<file path="src/rtl/mem_dump_streamer.sv">
// mem_dump_streamer: walks a word range of the four byte-lane banks and
// streams each word out little-endian over a valid/ready byte interface.
module mem_dump_streamer #(
   parameter int unsigned ADDR_W = 14
) (
   input  logic              clock,
   input  logic              reset,
   input  logic              io_start,
   input  logic [ADDR_W-1:0] io_baseWord,
   input  logic [ADDR_W:0]   io_lenWords,
   output logic              io_busy,
   output logic              io_done,
   output logic              io_bankRdEn,
   output logic [ADDR_W-1:0] io_bankRdAddr,
   input  logic [7:0]        io_bankRdData_0,
   input  logic [7:0]        io_bankRdData_1,
   input  logic [7:0]        io_bankRdData_2,
   input  logic [7:0]        io_bankRdData_3,
   output logic              io_out_valid,
   input  logic              io_out_ready,
   output logic [7:0]        io_out_bits
);

   localparam int unsigned LEN_W = ADDR_W + 1;

   typedef enum logic [2:0] {
      S_IDLE = 3'd0,
      S_READ = 3'd1,
      S_WAIT = 3'd2,
      S_SEND = 3'd3,
      S_DONE = 3'd4
   } state_e;

   state_e            state_q, state_d;
   logic [ADDR_W-1:0] ptr_q, ptr_d;
   logic [LEN_W-1:0]  remain_q, remain_d;
   logic [1:0]        idx_q, idx_d;
   logic [3:0][7:0]   byte_buf_q, byte_buf_d;

   logic              handshake;
   assign handshake = (state_q == S_SEND) && io_out_ready;

   // State register
   always_ff @(posedge clock) begin
      if (reset) state_q <= S_IDLE;
      else       state_q <= state_d;
   end

   // Next-state logic
   always_comb begin
      state_d = state_q;
      case (state_q)
         S_IDLE: begin
            if (io_start) state_d = (io_lenWords == '0) ? S_DONE : S_READ;
         end
         S_READ: state_d = S_WAIT;
         S_WAIT: state_d = S_SEND;
         S_SEND: begin
            if (handshake && (idx_q == 2'd3)) state_d = (remain_q != '0) ? S_READ : S_DONE;
         end
         S_DONE:  state_d = S_IDLE;
         default: state_d = S_IDLE;
      endcase
   end

   // Outputs decoded from registered state only; ready never reaches them combinationally
   always_comb begin
      io_busy       = (state_q != S_IDLE);
      io_done       = (state_q == S_DONE);
      io_bankRdEn   = (state_q == S_READ);
      io_bankRdAddr = ptr_q;
      io_out_valid  = (state_q == S_SEND);
      io_out_bits   = (state_q == S_SEND) ? byte_buf_q[idx_q] : 8'h00;
   end

   // Datapath next values: latch range on start, capture word in WAIT, step byte index on handshake
   always_comb begin
      ptr_d      = ptr_q;
      remain_d   = remain_q;
      idx_d      = idx_q;
      byte_buf_d = byte_buf_q;
      case (state_q)
         S_IDLE: begin
            if (io_start) begin
               ptr_d    = io_baseWord;
               remain_d = io_lenWords;
            end
         end
         S_WAIT: begin
            byte_buf_d = {io_bankRdData_3, io_bankRdData_2, io_bankRdData_1, io_bankRdData_0};
            idx_d      = 2'd0;
            ptr_d      = ptr_q + ADDR_W'(1);
            remain_d   = remain_q - LEN_W'(1);
         end
         S_SEND: begin
            if (handshake) idx_d = idx_q + 2'd1;
         end
         default: ;
      endcase
   end

   // Datapath registers
   always_ff @(posedge clock) begin
      if (reset) begin
         ptr_q      <= '0;
         remain_q   <= '0;
         idx_q      <= '0;
         byte_buf_q <= '0;
      end else begin
         ptr_q      <= ptr_d;
         remain_q   <= remain_d;
         idx_q      <= idx_d;
         byte_buf_q <= byte_buf_d;
      end
   end

endmodule

</file>
<file path="config.mk">
export PLATFORM = sky130hd
export DESIGN_NAME = mem_dump_streamer
export DESIGN_NICKNAME = d
export VERILOG_FILES = /design/src/rtl/mem_dump_streamer.sv
export SDC_FILE = /design/constraint.sdc
export NUM_CORES = 1
export LEC_CHECK = 0
export ABC_AREA = 1
export BUFFER_PORTS_ARGS = -buffer_cell sky130_fd_sc_hd__buf_2
export CAP_MARGIN = 5
export CORE_UTILIZATION = 40
export DETAILED_ROUTE_END_ITERATION = 16
export PLACE_DENSITY = 0.74
export SLEW_MARGIN = 20
export SYNTH_ARGS = -nofsm -noshare
export SYNTH_HDL_FRONTEND = slang
export SYNTH_SLANG_ARGS = --single-unit
</file>
<file path="constraint.sdc">
create_clock -name clock -period 4.1 [get_ports clock]
set_clock_uncertainty 0.15 [all_clocks]
set_input_delay 0.82 -clock clock [delete_from_list [all_inputs] [get_ports clock]]
set_output_delay 0.82 -clock clock [all_outputs]
set_load 0.005 [all_outputs]
</file>
; ---- After elaboration in Yosys (flattened, before gate mapping)
; Cells that the tools add are included.
[totals]
elab_cells = 45
reg_bits = 66
[classes]
mux = 14
order_cmp = 1
n_addsub = 3
n_reduce_logical = 11
eq_ne = 8
[ops]
columns = operator, count
row1 = 15-bit case mux with 2 select lines, 1
row2 = 14-bit case mux with 2 select lines, 1
row3 = 8-bit binary-select mux with 2-bit select, 1
row4 = 8-bit two-way mux, 2
row5 = 15-bit logical NOT, 1
row6 = 15-bit two-way mux, 1
row7 = 15-bit nonzero test, 1
row8 = "15-bit by 1-bit subtractor with 15-bit output, second input constant", 1
row9 = "14-bit by 1-bit adder with 14-bit output, second input constant", 1
row10 = 14-bit two-way mux, 1
row11 = 3-bit two-way mux, 4
row12 = 3-bit case mux with 4 select lines, 1
row13 = "3-bit by 2-bit == test with 1-bit output, second input constant", 2
row14 = 2-bit AND reduction, 3
row15 = "2-bit by 1-bit inequality test with 1-bit output, second input constant", 2
row16 = 2-bit case mux with 2 select lines, 1
row17 = 2-bit nonzero test, 2
row18 = "3-bit by 1-bit == test with 1-bit output, second input constant", 1
row19 = "3-bit == test, second input constant", 1
row20 = 3-bit logical NOT, 1
row21 = "2-bit by 3-bit less-than comparator with 1-bit output, second input constant", 1
row22 = 3-bit nonzero test, 1
row23 = "2-bit by 1-bit adder with 2-bit output, second input constant", 1
row24 = "2-bit == test, second input constant", 1
row25 = 3 further kinds, 4

; ---- Logic depth before layout (Yosys ltp)
; Gate-level depths: netlist (run 1).
[logic_depth]
ltp_word = 5
mapped_depth = 10
mapped_depth_nobuf = 10

; ---- Worst setup path before layout (run 1)
; No wires, ideal clock.
[synth_timing]
path_type = reg2out
start = register idx_q[1]
end = output io_out_bits[5]
arrival_time_ns = 1.147
n_path_buf = 1
setup_slack_ns = 1.983
path_stages_with_launch = 6
cell_sequence = dfxtp_1 -> clkbuf_1 -> clkinv_1 -> nor2_1 -> o21ai_0 -> a21oi_1
[synth_between]
elab_chain_len = 3
[synth_lines]
columns = item, line
row1 = "start, declared", 37  ; logic [1:0] idx_q, idx_d;
row2 = "start signal, assigned", 112  ; idx_q <= idx_d;
row3 = 8-bit binary-select mux with 2-bit select, 73  ; io_out_bits = (state_q == S_SEND) ? byte_buf_q[idx_q] : 8'h00;
row4 = 8-bit two-way mux (implied by the code), 73
row5 = 8-bit two-way mux, 73
row6 = "end, declared", 21  ; output logic [7:0] io_out_bits
; No other way between the ends. The select of a mux whose other input is x is not followed.

; ---- Worst setup path in the final report (run 1)
[layout_timing]
start = register idx_q[0]
end = output io_out_bits[6]
; The elaborated chain is that of the path after synthesis.

==> summary.md, run 1 <==
| Metric | Value |
|---|---|
| WS Path Type | reg2out |
| Via/cell ratio | 5.13 |
| Post-synthesis average cell area | 6.33 µm² |
| Syn Inst Count | 576 |
| Fill cells | 927 |
| Initial antenna violation count | 0 |
| Core area | 8760 µm² |
| Initial Utilization | 0.416 |
| Dpl cell area | 4090 µm² |
| Synth Flop Type | dfxtp_1 |
| Chip height | 97.4 µm |
| Share of cells above drive strength 1 | 0.181 |
| Synth unique cells | 34 |
| Initial DRT Pass Iterations | 5 |
| Sequential-to-total area share from yosys stat | 0.363 |
| Worst-Skew Late Latency | 340 ps |
| Critical Path Source | idx_q[0]$_SDFFE_PP0P_ |
| Vias | 3928 |
| Resize count post-CTS | 0 |
| Status | finished clean |
| N_diodes | 0 |
| Tcrit/Tclk final | 0.739 |
| Hold WS | 331 ps |
| Crit path capture type | output port |
| Residual DRC | 0 |
| IO buf count | 90 |
| Worst hold path class | reg2reg |
| Most common cell after layout, fill and taps aside | nor2_1 |
| GR Overflow Total | 0 |
| Nets | 721 |
| First-pass GRT wire length | 16700 µm |
| CP required | 3130 ps |
| Drt wl/cell | 12.6 µm |
| Yosys reg bits | 66 |
| Detailed placement HPWL | 6700 µm |
| GPL Wtd Cong | 0.874 |
| PD cells | 548 nW/µm² |
| Die ar. | 9490 µm² |
| TritonCTS Buffers | 9 |
| RSZ-0062 raised after global routing | no |
| Worst-path fanout max | 19 |
| CTS clk-pin slew, worst paths | 80 ps |
| IO Pins | 91 |
| Fmax | 330 MHz |
| 1st-iter DRT viols | 348 |
| Leakage | 0.00199 µW |
| Hold_buf cts | 0 |
| Number of global-route vias before repair | 3683 |
| Total GRT Usage | 0.211 |
| Design area | 4260 µm² |
| CTS Sinks | 66 |
| Hold path start | remain_q[14]$_SDFFE_PP0P_ |
| Synth Warn # | 0 |
| Layout Area Growth over Synthesis | 16.9% |
| Total wire length | 9620 µm |
| Die width | 97.4 µm |
| Tightest Pin Transition | 727 ps |
| Final setup vio count | 0 |
| Final Power | 2330 µW |
| Final Critical Period | 3030 ps |
| Core Util, Final | 0.486 |
| Crit path DAT | 2060 ps |
| Hold Fails Final Rpt | 0 |
| Clock Tree Root | clkbuf_8 |
| CTS tree | built |
| Setup Buffers After CTS | 0 |
| Clock buffer depth | 2 |
| FP Rows | 34 |
| Post-synth EDFFs | 0 |
| Area of the mapped netlist | 3640 µm² |
| Reg2reg start | state_q[0]$_SDFFE_PP0P_ |
| Startpoint Class | flop |
| Most frequent cells in the layout | nor2_1, nand2_1, buf_2 |
| Syn Nets | 645 |
| Setup TNS | 0 ps |
| Asr flop ratio synth | 0 |
| Final Max Tran Viols | 0 |
| Slew HR | 0.515 |
| Max-Cap Viols | 0 |
| Antenna-violating nets left | 0 |
| Maximum vdd ir drop | 254 µV |
| Largest net degree at the start of global routing | 66 |
| H-tree depth reported by CTS | 3 |
[metrics by stage]
stage / worst slack, ps / std cells
final: 1070 / 765
after global routing: 848 / 765
after CTS: 1040 / 765
after detailed placement: 1440 / 749
after global placement: 1470 / 749
after floorplan: 1980 / 576
[cells by family after synthesis]
group           synth area share
buf+inv                   0.0869
flops                      0.363
simple gates               0.373
fa+ha+maj                 0.0137
compound gates             0.157
xor+xnor                 0.00721
[worst max-delay path: stages, from the launching register on]
cell     delay (ps)
dfxtp_1         740
inv_1           400
o21ai_0         300
a21oi_1         110
buf_2           150
[layout make-up]
type,instances,area [µm²],area share
Multi-Input combinational cell,439,2010,0.471
Sequential cell,66,1320,0.310
Timing Repair Buffer,91,458,0.107
Inverter,45,169,0.0396
Clock buffer,11,141,0.0332
Tap cell,108,135,0.0317
Clock inverter,5,30.0,0.00705
[cell usage after synthesis, drive strengths merged, types with 10 or more instances]
master | n | share of area
nor2 | 176 | 0.20
nand2 | 110 | 0.12
dfxtp | 66 | 0.36
o21ai | 64 | 0.088
inv | 44 | 0.045
nand3 | 29 | 0.041
a21oi | 22 | 0.030
buf | 15 | 0.029
clkbuf | 11 | 0.011
a31oi | 10 | 0.017
[worst paths after layout]
check,depth (start not counted),slack (ps),end
worst max-delay path,4,1070,io_out_bits[6]
worst min-delay path,2,330,remain_q[14]$_SDFFE_PP0P_
worst max register to register,9,2100,io_bankRdAddr[0]$_SDFFE_PP0P_
worst min register to register,2,330,remain_q[14]$_SDFFE_PP0P_
[report_power, final]
part / internal (µW) / switching, µW
logic: 322 / 586
clock network: 233 / 257
registers: 801 / 137
total: 1360 / 979
[sequential cells by signal (all words and copies together), names as in the netlist]
name,cells
byte_buf_q,32
remain_q,15
io_bankRdAddr,14
state_q,3
idx_q,2
[layer usage]
metal	vias to the layer above	routed length, µm	track usage
met5	-	0	0
met3	15	733	0.0489
met4	0	157	0.0713
li1	1998	-	-
met1	1750	4260	0.280
met2	165	4470	0.337
Power figures use the tool's default switching activity.
==> run 2, diff against run 1 <==
==> constraint.sdc (replaced) <==
create_clock -name clock -period 2.84 [get_ports clock]
set_clock_uncertainty 0.15 [all_clocks]
set_input_delay 0.568 -clock clock [delete_from_list [all_inputs] [get_ports clock]]
set_output_delay 0.568 -clock clock [all_outputs]
set_load 0.005 [all_outputs]
==> summary.md, run 2 (synthesis gave the netlist of run 1 again) <==
| Metric | Value |
|---|---|
| PD cells | 811 nW/µm² (+48%) |
| Switching power | 1450 µW (+48%) |
| N_diodes | 0 (unchanged) |
| GR Overflow Total | 0 (unchanged) |
| Layout Area Growth over Synthesis | 19.1% |
| Vias | 3969 (+1.0%) |
| Final Power | 3520 µW (+51%) |
| Most common cell after layout, fill and taps aside | nor2_1 |
| Status | finished clean |
| GPL Wtd Cong | 0.958 (+9.6%) |
| Max-Cap Viols | 0 (unchanged) |
| Hold Fails Final Rpt | 0 (unchanged) |
| Startpoint Class | flop |
| Fmax | 411 MHz |
| Maximum vdd ir drop | 332 µV (+31%) |
| CTS clk-pin slew, worst paths | 70 ps (about the same) |
| Switching Share | 0.413 (-0.00674) |
| Total wire length | 10100 µm (+5.0%) |
| Top reg by flops | byte_buf_q |
| Largest net degree at the start of global routing | 44 (-33%) |
| Die width | 97.4 µm (unchanged) |
| RSZ-0062 raised after global routing | no |
| Detailed placement HPWL | 7290 µm (+8.9%) |
| Sequential Power Share | 0.388 (-0.014) |
| Setup TNS | 0 ps (unchanged) |
| Dpl ws | 788 ps (-654 ps) |
| FP Rows | 34 (unchanged) |
| Drt wl/cell | 13.1 µm (+4.2%) |
| Core Util, Final | 0.495 (+0.00885) |
| Gate power share | 0.382 (-0.007) |
| IO Pins | 91 (unchanged) |
| Hold_buf cts | 0 (unchanged) |
| Most frequent cells in the layout | nor2_1, nand2_1, buf_2 |
| Max reg flops | 32 (unchanged) |
| CTS Sinks | 66 (unchanged) |
| Crit path capture type | output port |
| H-tree depth reported by CTS | 3 (unchanged) |
| Tcrit/Tclk final | 0.857 |
| Worst-path fanout max | 10 (-9) |
| Post-route setup slack | 406 ps (-663 ps) |
| Power share of the clock group | 0.231 (+0.021) |
| Setup Buffers After CTS | 0 (unchanged) |
| Power Internal | 2070 µW (+53%) |
| First-pass GRT wire length | 16900 µm (+1.2%) |
| Chip height | 97.4 µm (unchanged) |
| CP required | 2120 ps (-1010 ps) |
| Total GRT Usage | 0.217 (+0.00581) |
| Antenna-violating nets left | 0 (unchanged) |
| Fill cells | 928 (+0.11%) |
| CTS tree | built |
| Via/cell ratio | 5.15 (+0.26%) |
| Leakage | 0.00203 µW (+2.0%) |
| Clock buffer depth | 2 (unchanged) |
| Clock Tree Root | clkbuf_8 |
| Tightest Pin Transition | 440 ps (-287 ps) |
| Share of cells above drive strength 1 | 0.189 (+0.00741) |
| Slew HR | 0.706 (+0.191) |
| Number of global-route vias before repair | 3683 (unchanged) |
| 1st-iter DRT viols | 170 (-51%) |
| Nets | 727 (+0.83%) |
| Initial antenna violation count | 0 (unchanged) |
| WS Path Type | reg2out |
| Crit path DAT | 1720 ps (-340 ps) |
| Resize count post-CTS | 0 (unchanged) |
| IO buf count | 90 (unchanged) |
| Final setup vio count | 0 (unchanged) |
| Die ar. | 9490 µm² (unchanged) |
| Final Max Tran Viols | 0 (unchanged) |
| Initial Utilization | 0.416 (unchanged) |
| TritonCTS Buffers | 9 (unchanged) |
| Worst hold path class | in2reg |
| Core area | 8760 µm² (unchanged) |
| Worst-Skew Late Latency | 350 ps (about the same) |
| Initial DRT Pass Iterations | 5 (unchanged) |
| Residual DRC | 0 (unchanged) |
| Final Critical Period | 2430 ps |
==> run 2: cell count changes in the layout (fill, tap and decap cells not counted), sizes merged <==
| cell | previous run | this run |
|---|---|---|
| buf | 91 | 97 |
| clkbuf | 11 | 10 |
| clkinvlp | 2 | 3 |
| bufinv | 0 | 1 |
| clkinv | 4 | 3 |
==> run 2: worst max-delay path, stage by stage (launching register included) <==
cell and delay (ps):
dfxtp_1 510, clkinv_1 310, nor2_1 160, o21ai_0 90
a21oi_1 160, buf_2 150
==> run 2: final timing paths <==
kind / from / endpoint / slack, ps / cells after the start
worst max-delay path: idx_q[1]$_SDFFE_PP0P_ / io_out_bits[2] / 410 / 5
worst min-delay path: io_bankRdData_0[5] / byte_buf_q[5]$_SDFFE_PP0N_ / 300 / 3
worst max register to register: state_q[0]$_SDFFE_PP0P_ / io_bankRdAddr[10]$_SDFFE_PP0P_ / 890 / 10
worst min register to register: remain_q[14]$_SDFFE_PP0P_ / remain_q[14]$_SDFFE_PP0P_ / 340 / 2
==> run 2: final cells by class <==
class,count,area [µm²],share of cell area
Tap cell,108,135,0.0312
Timing Repair Buffer,97,503,0.116
Clock inverter,6,66.3,0.0153
Sequential cell,66,1320,0.305
Clock buffer,10,138,0.0317
Inverter,45,169,0.0389
Multi-Input combinational cell,439,2010,0.462
==> run 2: through the flow <==
step	instances	hold WS (ps)	area [µm²]
floorplan	576	307	3640
global placement	755	317	4130
detailed placement	755	328	4130
CTS	771	283	4340
global route	771	293	4340
finish	771	299	4340
==> run 2: power by group through the flow <==
stage / sequential (µW) / clock (µW) / combinational [µW]
after floorplan: 1310 / 0 / 1060
after global placement: 1370 / 0 / 1310
after detailed placement: 1380 / 0 / 1340
after CTS: 1360 / 824 / 1350
after global routing: 1400 / 861 / 1540
final: 1360 / 813 / 1340
==> run 2: routing by layer <==
metal	global-route usage	part of all wire	vias up
met4	0.0928	0.016	0
li1	-	-	2008
met2	0.361	0.49	134
met5	0	0	-
met1	0.280	0.44	1811
met3	0.0295	0.061	16
==> run 3, diff against run 2 <==
--- a/config.mk
+++ b/config.mk
@@ -7,10 +7,9 @@
 export LEC_CHECK = 0
 export ABC_AREA = 1
 export BUFFER_PORTS_ARGS = -buffer_cell sky130_fd_sc_hd__buf_2
-export CAP_MARGIN = 5
+export CAP_MARGIN = 20
 export CORE_UTILIZATION = 40
 export DETAILED_ROUTE_END_ITERATION = 16
-export PLACE_DENSITY = 0.74
 export SLEW_MARGIN = 20
 export SYNTH_ARGS = -nofsm -noshare
 export SYNTH_HDL_FRONTEND = slang
==> summary.md, run 3 (synthesis gave the netlist of run 1 again) <==
| Metric | Value |
|---|---|
| N_diodes | 0 (unchanged) |
| WS Path Type | reg2out |
| First-pass GRT wire length | 16800 µm (-0.28%) |
| Die ar. | 9490 µm² (unchanged) |
| Power Internal | 2130 µW (+2.9%) |
| Hold_buf cts | 0 (unchanged) |
| Via/cell ratio | 5.04 (-2.2%) |
| Layout Area Growth over Synthesis | 19.2% |
| Crit path capture type | output port |
| Tightest Pin Transition | 489 ps (+49.1 ps) |
| Final Power | 3580 µW (+1.6%) |
| CTS clk-pin slew, worst paths | 70 ps (about the same) |
| Crit path DAT | 1750 ps (+30 ps) |
| Hold Fails Final Rpt | 0 (unchanged) |
| GPL Wtd Cong | 0.877 (-8.4%) |
| Worst-Skew Late Latency | 340 ps (about the same) |
| Leakage | 0.00204 µW (+0.27%) |
| Fmax | 405 MHz (-1.5%) |
| Tcrit/Tclk final | 0.870 (+0.0133) |
| CTS tree | built |
| Nets | 726 (-0.14%) |
| Max reg flops | 32 (unchanged) |
| PD cells | 824 nW/µm² (+1.5%) |
| Total wire length | 10100 µm (-0.34%) |
| Maximum vdd ir drop | 332 µV (+0.15%) |
| 1st-iter DRT viols | 164 (-3.5%) |
| Gate power share | 0.376 (-0.006) |
| Residual DRC | 0 (unchanged) |
| Number of global-route vias before repair | 3609 (-2.0%) |
| Max-Cap Viols | 0 (unchanged) |
| Dpl cell area | 4130 µm² (-0.18%) |
| Setup Buffers After CTS | 0 (unchanged) |
| Power share of the clock group | 0.243 (+0.012) |
| Switching power | 1450 µW (about the same) |
| Core area | 8760 µm² (unchanged) |
| Clock buffer depth | 2 (unchanged) |
| Setup TNS | 0 ps (unchanged) |
| Clock Tree Root | clkbuf_8 |
| GR Overflow Total | 0 (unchanged) |
| IO buf count | 90 (unchanged) |
| CP required | 2120 ps (about the same) |
| Design area | 4340 µm² (+0.14%) |
| Chip height | 97.4 µm (unchanged) |
| Startpoint Class | flop |
| Detailed placement HPWL | 7180 µm (-1.5%) |
| Top reg by flops | byte_buf_q |
| IO Pins | 91 (unchanged) |
| CTS Sinks | 66 (unchanged) |
| Initial DRT Pass Iterations | 5 (unchanged) |
| RSZ-0062 raised after global routing | no |
| Share of cells above drive strength 1 | 0.187 (-0.00123) |
| TritonCTS Buffers | 9 (unchanged) |
| Antenna-violating nets left | 0 (unchanged) |
| Initial Utilization | 0.416 (unchanged) |
| Status | finished clean |
| Die width | 97.4 µm (unchanged) |
| Final setup vio count | 0 (unchanged) |
| FP Rows | 34 (unchanged) |
| Final Max Tran Viols | 0 (unchanged) |
| Largest net degree at the start of global routing | 44 (unchanged) |
| Total GRT Usage | 0.218 (+0.00139) |
| Initial antenna violation count | 0 (unchanged) |
| H-tree depth reported by CTS | 3 (unchanged) |
| Switching Share | 0.406 (-0.00706) |
| Drt wl/cell | 13.1 µm (-0.21%) |
| Most frequent cells in the layout | nor2_1, nand2_1, buf_2 |
| Worst hold path class | in2reg |
| Resize count post-CTS | 0 (unchanged) |
| Most common cell after layout, fill and taps aside | nor2_1 |
| Vias | 3877 (-2.3%) |
| Sequential Power Share | 0.381 (-0.007) |
| Final Critical Period | 2470 ps (+37.9 ps) |
| Worst-path fanout max | 10 (unchanged) |
| Slew HR | 0.673 (-0.0328) |
[run 3: cell types whose count changed in the layout (fill, tap and decap cells not counted)]
cell and change:
clkbuf_8 -1, clkinv_2 +1, clkinvlp_4 -1, bufinv_16 +1
buf_4 -1
[run 3: power groups by stage]
stage               sequential [µW]  clock (µW)  combinational [µW]
floorplan                      1310           0                1060
global placement               1380           0                1320
detailed placement             1380           0                1340
CTS                            1360         889                1340
global route                   1400         932                1550
finish                         1360         868                1350
[run 3: through the flow]
step / hold WS (ps) / worst slack [ps] / instances / util
floorplan: 307 / 975 / 576 / -
global placement: 319 / 857 / 754 / 0.471
detailed placement: 336 / 766 / 754 / 0.471
CTS: 282 / 387 / 770 / 0.496
global route: 280 / 143 / 770 / 0.496
finish: 299 / 368 / 770 / 0.496
[run 3: worst paths after layout]
path,end,startpoint,cells after the start,slack (ps)
worst max-delay path,io_out_bits[2],idx_q[1]$_SDFFE_PP0P_,5,370
worst min-delay path,byte_buf_q[13]$_SDFFE_PP0N_,io_bankRdData_1[5],3,300
worst max register to register,state_q[0]$_SDFFE_PP0P_,state_q[2]$_SDFFE_PP0P_,8,940
worst min register to register,remain_q[14]$_SDFFE_PP0P_,remain_q[14]$_SDFFE_PP0P_,2,350
[run 3: final cells by class]
class	instances	area, µm²
fill	942	4420
multi-input combinational	439	2010
sequential	66	1320
timing repair buffer	96	495
inverter	45	169
tap	108	135
clock buffer	9	124
clock inverter	7	93.8
[run 3: critical path: stages, from the launching register on]
cell	delay (ps)
dfxtp_1	510
clkinv_1	330
nor2_1	160
o21ai_0	80
a21oi_1	180
buf_2	150
[run 3: metal layers]
| metal | wire length [µm] | vias up | GRT usage |
|---|---|---|---|
| met2 | 4440 | 110 | 0.340 |
| met4 | 74 | 0 | 0.0611 |
| met5 | 0 | - | 0 |
| met1 | 4940 | 1754 | 0.298 |
| li1 | - | 2009 | - |
| met3 | 611 | 4 | 0.0554 |
